--- src/rtl/nsa_pkg.sv ---
// rtl/nsa_pkg.sv - shared constants, state type and helpers for the nibble serial adder
//
// Purpose : common definitions for nibble_serial_adder and nibble_add_slice.
// Contents: NIBBLE_W    - width of one slice (bits)
//           nsa_state_t - sequencer states IDLE/RUN
//           nib_count() - number of nibbles in a given operand width
package nsa_pkg;

  localparam int NIBBLE_W = 4;

  typedef enum logic [0:0] {
    IDLE = 1'b0,
    RUN  = 1'b1
  } nsa_state_t;

  function automatic int nib_count(input int width);
    return width / NIBBLE_W;
  endfunction

endpackage

--- src/rtl/nibble_serial_adder_slice.sv ---
// rtl/nibble_serial_adder_slice.sv - combinational 4-bit ripple-carry full-adder slice
//
// Purpose : one nibble of addition; reused every cycle by nibble_serial_adder.
// Ports   : a[3:0], b[3:0] - operand nibbles
//           cin            - carry into bit 0
//           s[3:0]         - sum nibble
//           cout           - carry out of bit 3
module nibble_add_slice
  import nsa_pkg::*;
(
  input  logic [NIBBLE_W-1:0] a,
  input  logic [NIBBLE_W-1:0] b,
  input  logic                cin,
  output logic [NIBBLE_W-1:0] s,
  output logic                cout
);

  logic [NIBBLE_W:0] c;

  always_comb begin
    c    = '0;
    s    = '0;
    c[0] = cin;
    for (int i = 0; i < NIBBLE_W; i++) begin
      s[i]   = a[i] ^ b[i] ^ c[i];
      c[i+1] = (a[i] & b[i]) | (a[i] & c[i]) | (b[i] & c[i]);
    end
  end

  assign cout = c[NIBBLE_W];

endmodule

--- src/rtl/nibble_serial_adder.sv ---
// rtl/nibble_serial_adder.sv - WIDTH-bit adder computed one nibble per clock through a single slice
//
// Purpose : sequences a 4-bit ripple slice over WIDTH/4 nibbles, LSB nibble first.
// Ports   : clk    - clock, rising edge
//           rst_n  - synchronous active-low reset
//           Start  - begin an operation (sampled only while idle)
//           A, B   - operands, captured on the accepting edge
//           C      - carry-in, captured on the accepting edge
//           Sub    - (NSA_SUB_EN only) 1 = compute A-B, C ignored
//           Busy   - operation in progress
//           Done   - one-cycle pulse: Sum/Carry just updated
//           Sum    - result register
//           Carry  - carry out of the MSB nibble (1 = no borrow when subtracting)
// Macro   : NSA_SUB_EN adds the Sub input and subtraction support.
module nibble_serial_adder
  import nsa_pkg::*;
#(
  parameter int WIDTH = 16
) (
`ifdef NSA_SUB_EN
  input  logic             Sub,
`endif
  input  logic             clk,
  input  logic             rst_n,
  input  logic             Start,
  input  logic [WIDTH-1:0] A,
  input  logic [WIDTH-1:0] B,
  input  logic             C,
  output logic             Busy,
  output logic             Done,
  output logic [WIDTH-1:0] Sum,
  output logic             Carry
);

  localparam int NIB   = nib_count(WIDTH);
  localparam int IDX_W = (NIB > 1) ? $clog2(NIB) : 1;
  localparam logic [IDX_W-1:0] LAST_IDX = IDX_W'(NIB - 1);

  generate
    if ((WIDTH < NIBBLE_W) || ((WIDTH % NIBBLE_W) != 0)) begin : g_bad_width
      $error("nibble_serial_adder: WIDTH must be a multiple of 4 and at least 4");
    end
  endgenerate

  nsa_state_t       state_q, state_d;
  logic [IDX_W-1:0] idx_q, idx_d;
  logic [WIDTH-1:0] op_a_q, op_a_d;
  logic [WIDTH-1:0] op_b_q, op_b_d;
  logic             cr_q, cr_d;
  logic [WIDTH-1:0] wk_q, wk_d;
  logic [WIDTH-1:0] sum_q, sum_d;
  logic             carry_q, carry_d;
  logic             busy_q, busy_d;
  logic             done_q, done_d;

  logic [NIBBLE_W-1:0] slice_a, slice_b, slice_s;
  logic                slice_cout;

  assign slice_a = op_a_q[NIBBLE_W*idx_q +: NIBBLE_W];
  assign slice_b = op_b_q[NIBBLE_W*idx_q +: NIBBLE_W];

  nibble_add_slice u_slice (
    .a    (slice_a),
    .b    (slice_b),
    .cin  (cr_q),
    .s    (slice_s),
    .cout (slice_cout)
  );

  always_comb begin
    state_d = state_q;
    idx_d   = idx_q;
    op_a_d  = op_a_q;
    op_b_d  = op_b_q;
    cr_d    = cr_q;
    wk_d    = wk_q;
    sum_d   = sum_q;
    carry_d = carry_q;
    busy_d  = busy_q;
    done_d  = 1'b0;

    case (state_q)
      IDLE: begin
        if (Start) begin
          op_a_d  = A;
`ifdef NSA_SUB_EN
          // A - B as A + ~B + 1; carry-out then means "no borrow".
          op_b_d  = Sub ? ~B : B;
          cr_d    = Sub ? 1'b1 : C;
`else
          op_b_d  = B;
          cr_d    = C;
`endif
          idx_d   = '0;
          busy_d  = 1'b1;
          state_d = RUN;
        end
      end
      RUN: begin
        wk_d[NIBBLE_W*idx_q +: NIBBLE_W] = slice_s;
        cr_d  = slice_cout;
        idx_d = idx_q + IDX_W'(1);
        if (idx_q == LAST_IDX) begin
          // wk_d already holds the final nibble, so the full result lands in one edge.
          sum_d   = wk_d;
          carry_d = slice_cout;
          done_d  = 1'b1;
          busy_d  = 1'b0;
          idx_d   = '0;
          state_d = IDLE;
        end
      end
      default: state_d = IDLE;
    endcase
  end

  always_ff @(posedge clk) begin
    if (!rst_n) begin
      state_q <= IDLE;
      idx_q   <= '0;
      op_a_q  <= '0;
      op_b_q  <= '0;
      cr_q    <= 1'b0;
      wk_q    <= '0;
      sum_q   <= '0;
      carry_q <= 1'b0;
      busy_q  <= 1'b0;
      done_q  <= 1'b0;
    end else begin
      state_q <= state_d;
      idx_q   <= idx_d;
      op_a_q  <= op_a_d;
      op_b_q  <= op_b_d;
      cr_q    <= cr_d;
      wk_q    <= wk_d;
      sum_q   <= sum_d;
      carry_q <= carry_d;
      busy_q  <= busy_d;
      done_q  <= done_d;
    end
  end

  assign Busy  = busy_q;
  assign Done  = done_q;
  assign Sum   = sum_q;
  assign Carry = carry_q;

endmodule

--- config.mk ---
export PLATFORM = sky130hd
export DESIGN_NAME = nibble_serial_adder
export DESIGN_NICKNAME = d
export VERILOG_FILES = /design/src/rtl/nsa_pkg.sv /design/src/rtl/nibble_serial_adder_slice.sv /design/src/rtl/nibble_serial_adder.sv
export SDC_FILE = /design/constraint.sdc
export NUM_CORES = 1
export LEC_CHECK = 0
export CAP_MARGIN = 20
export CORE_MARGIN = 10
export CORE_UTILIZATION = 52
export DETAILED_ROUTE_END_ITERATION = 16
export GPL_ROUTABILITY_DRIVEN = 1
export PLACE_DENSITY = 0.79
export RECOVER_POWER = 100
export SYNTH_ARGS = -nofsm -noshare
export SYNTH_HDL_FRONTEND = slang
export SYNTH_SLANG_ARGS = --single-unit
export TNS_END_PERCENT = 1
--- constraint.sdc ---
create_clock -name clk -period 3.55 [get_ports clk]
set_input_delay 0.5325 -clock clk [delete_from_list [all_inputs] [get_ports clk]]
set_output_delay 0.5325 -clock clk [all_outputs]
set_load 0.1 [all_outputs]
==> results.cfg, run 1 <==
[outcome]
status = finished, violations left
violations = capacitance limit, slew limit

[global_route]
grt_pass1_vias = 2524
grt.total_usage_pct = 14.98
grt_max_degree = 37
grt_antenna_before_repair = 0
grt_overflow = 0
grt_pass1_wl_microns = 11890

[timing]
slew_headroom_pct = -2.374
hold_viol = 0
timing.setup.tns_ns = 0
post-route-min-period_ns = 3.027
tightest_slew_ns = 1.532
hold_slack_ns = 0.4629
timing.fmax_ghz = 0.3304
finalCritPeriodShare_pct = 85.26
grt_setup_unrepaired = false
finalSetupViolCount = 0
fin_skew_ns = 0.01058
maxSlewViolCount = 20

[die]
initial_utilization_pct = 53.47
die_w_microns = 97.79
fp.dieH_microns = 97.79
core_area_sq_um = 5886
die_area_sq_um = 9563
rows = 28
ios = 55

[place]
hpwl_microns = 5140
gp_congestion = 0.7967
port_buffers = 54
placed_area_sq_um = 3706

[routing]
met1_length_microns = 2972
wl_met3_microns = 410
highest_layer = met4
routed_wl_microns = 7048
vias_per_cell = 5.438
drt_iter0_drc = 83
drc = 0
wl_per_cell_microns = 15.91
first_pass_iters = 4
num_vias = 2409
ant_nets = 0
met2_length_microns = 3541

[clock_tree]
cts_buffer_depth = 2
htree_levels = 3
ctsHoldBuffers = 0
numCtsBuffers = 9
cts_resized = 0
clk_latency_ns = 0.35
cts_tree = yes
clkTransAtPathRegs_ns = 0.07
clkSinkCount = 71
ctsRootBufferMaster = clkbuf_8
cts_setup_buffers = 0

[critical_path]
critPathKind = register to register
cp.required_ns = 3.78
start_kind = register
crit_fanout = 8
ff2ff_path_depth = 9
end_kind = register
r2r-end = Sum[15]
reg2reg_slack_ns = 0.52
r2r_start = idx_q[0]
crit_arrival_ns = 3.26

[layout]
fin_nets = 409
finish.utilization_pct = 66.24
fin_area_sq_um = 3899
area_growth_pct = 23.90
drive_gt1_share_pct = 8.967
antenna_cells = 0

[hold_path]
hp-start = op_b_q[14]
hp-class = register to register
worstHoldEndpoint = op_b_q[14]
whs_path_depth = 2

[synth]
avgSynthCellArea_sq_um = 10.15
netlist_area_sq_um = 3147
yosysWarnings = 0
ys_ff_latch = 71
synth_cell_type_count = 35
syn-num-nets = 356
synthCells = 310
seq_area_frac_synth_pct = 45.17

[power]
max-vdd-ir-drop_mv = 0.3424
leakage_nw = 1.506
power_density_nw_per_um2 = 452.9

[job]
maxCapViolCount = 1
[critical path: stages (launching register included)]
cell	delay (ns)
dfxtp_1	0.47
mux4_2	0.57
fa_1	0.39
inv_1	0.07
fa_1	0.18
fa_1	0.17
inv_1	0.05
fa_1	0.57
and3_1	0.20
a221o_1	0.25
[cells in the final DEF (no fill, tap or decap), drive strengths merged, types with 6 or more instances in the layout]
cell type      instances
a21boi                33
a221o                 16
a22oi                  8
a32oi                  8
and3                   8
clkbuf                13
clkdlybuf4s50         33
dfxtp                 71
dlygate4sd3           21
ha                     6
inv                    9
mux4                   8
nand2                 69
nor2b                 21
nor3b                  8
[logic make-up after synthesis]
| logic type | share of synthesized area (%) |
|---|---|
| and+or+nand+nor | 20.20 |
| DFF | 45.17 |
| AOI/OAI and AO/OA | 18.45 |
| buffers and inverters | 5.209 |
| adders and majority gates | 4.930 |
| muxes | 6.044 |
[registers in the layout, summed over array words and instances, names as in the netlist]
register / cells
op_b_q: 16
wk_q: 16
idx_q: 2
Done: 1
cr_q: 1
Sum: 16
Carry: 1
Busy: 1
op_a_q: 16
state_q: 1
[cell usage after synthesis]
library cell,count,area (sq um)
mux2i_1,1,10.01
a22o_1,1,8.760
and2_1,1,6.260
a21boi_0,27,202.7
nand2b_1,1,6.260
and2b_1,1,7.510
a21boi_1,5,37.54
buf_4,7,52.55
clkbuf_1,6,22.52
inv_2,1,3.750
and4bb_4,3,48.80
fa_1,4,80.08
a21oi_1,2,10.01
nor3_1,2,10.01
a32oi_1,8,70.07
a22oi_1,8,60.06
inv_1,8,30.03
dfxtp_1,71,1421
nand2_1,69,259.0
nor2_1,3,11.26
ha_1,6,75.07
a21boi_4,1,18.77
mux4_2,8,180.2
o21ai_0,1,5.000
nor2b_1,21,131.4
o21a_1,1,7.510
buf_2,2,10.01
and4b_4,1,13.76
a221o_1,16,160.2
nand4b_1,1,8.760
nor3b_1,8,60.06
nor2_2,2,12.51
nand3_2,1,10.01
and3_1,8,50.05
buf_6,4,45.04
[worst max-delay path by stage]
stage | start | slack [ns] | cells past startpoint | to
2_1_floorplan | idx_q[0] | 0.53 | 11 | Sum[11]
3_3_place_gp | idx_q[0] | 0.61 | 9 | Sum[11]
3_5_place_dp | idx_q[0] | 0.50 | 9 | Sum[15]
4_1_cts | idx_q[0] | 0.49 | 9 | Sum[15]
5_1_grt | idx_q[0] | 0.34 | 9 | Sum[11]
6_report | idx_q[0] | 0.52 | 9 | Sum[15]
[power breakdown]
part	internal [mW]	switching, mW
Clock	0.433	0.299
Combinational	0.0937	0.102
Sequential	0.822	0.0161
[area by class of cell]
cell class	count	area [sq um]
Fill cell	490	1987
Inverter	9	33.78
Sequential cell	71	1421
Multi-Input combinational cell	211	1533
Tap cell	75	93.84
Timing Repair Buffer	61	585.6
Clock buffer	11	151.4
Clock inverter	5	80.08
[stage by stage]
step           power [mW]  setup slack (ns)  cells
4_1_cts             1.789            0.4928    443
6_report            1.766            0.5232    443
3_5_place_dp        1.060            0.4962    427
2_1_floorplan      0.9855            0.5264    310
5_1_grt             1.832            0.3420    443
3_3_place_gp        1.056            0.6124    427
[layer usage]
metal  track usage (%)  up-vias
met1             17.20     1139
met4             7.606        0
met2             24.99       59
li1                  -     1203
met5                 0        -
met3             4.158        8
Power figures use the tool's default switching activity.
==> run 2: changes to the inputs <==
--- a/config.mk
+++ b/config.mk
@@ -5,6 +5,7 @@
 export SDC_FILE = /design/constraint.sdc
 export NUM_CORES = 1
 export LEC_CHECK = 0
+export ABC_CLOCK_PERIOD_IN_PS = 3550
 export CAP_MARGIN = 20
 export CORE_MARGIN = 10
 export CORE_UTILIZATION = 52
==> results of run 2 <==
The final DEF is identical to that of run 1; final timing and power are the same.
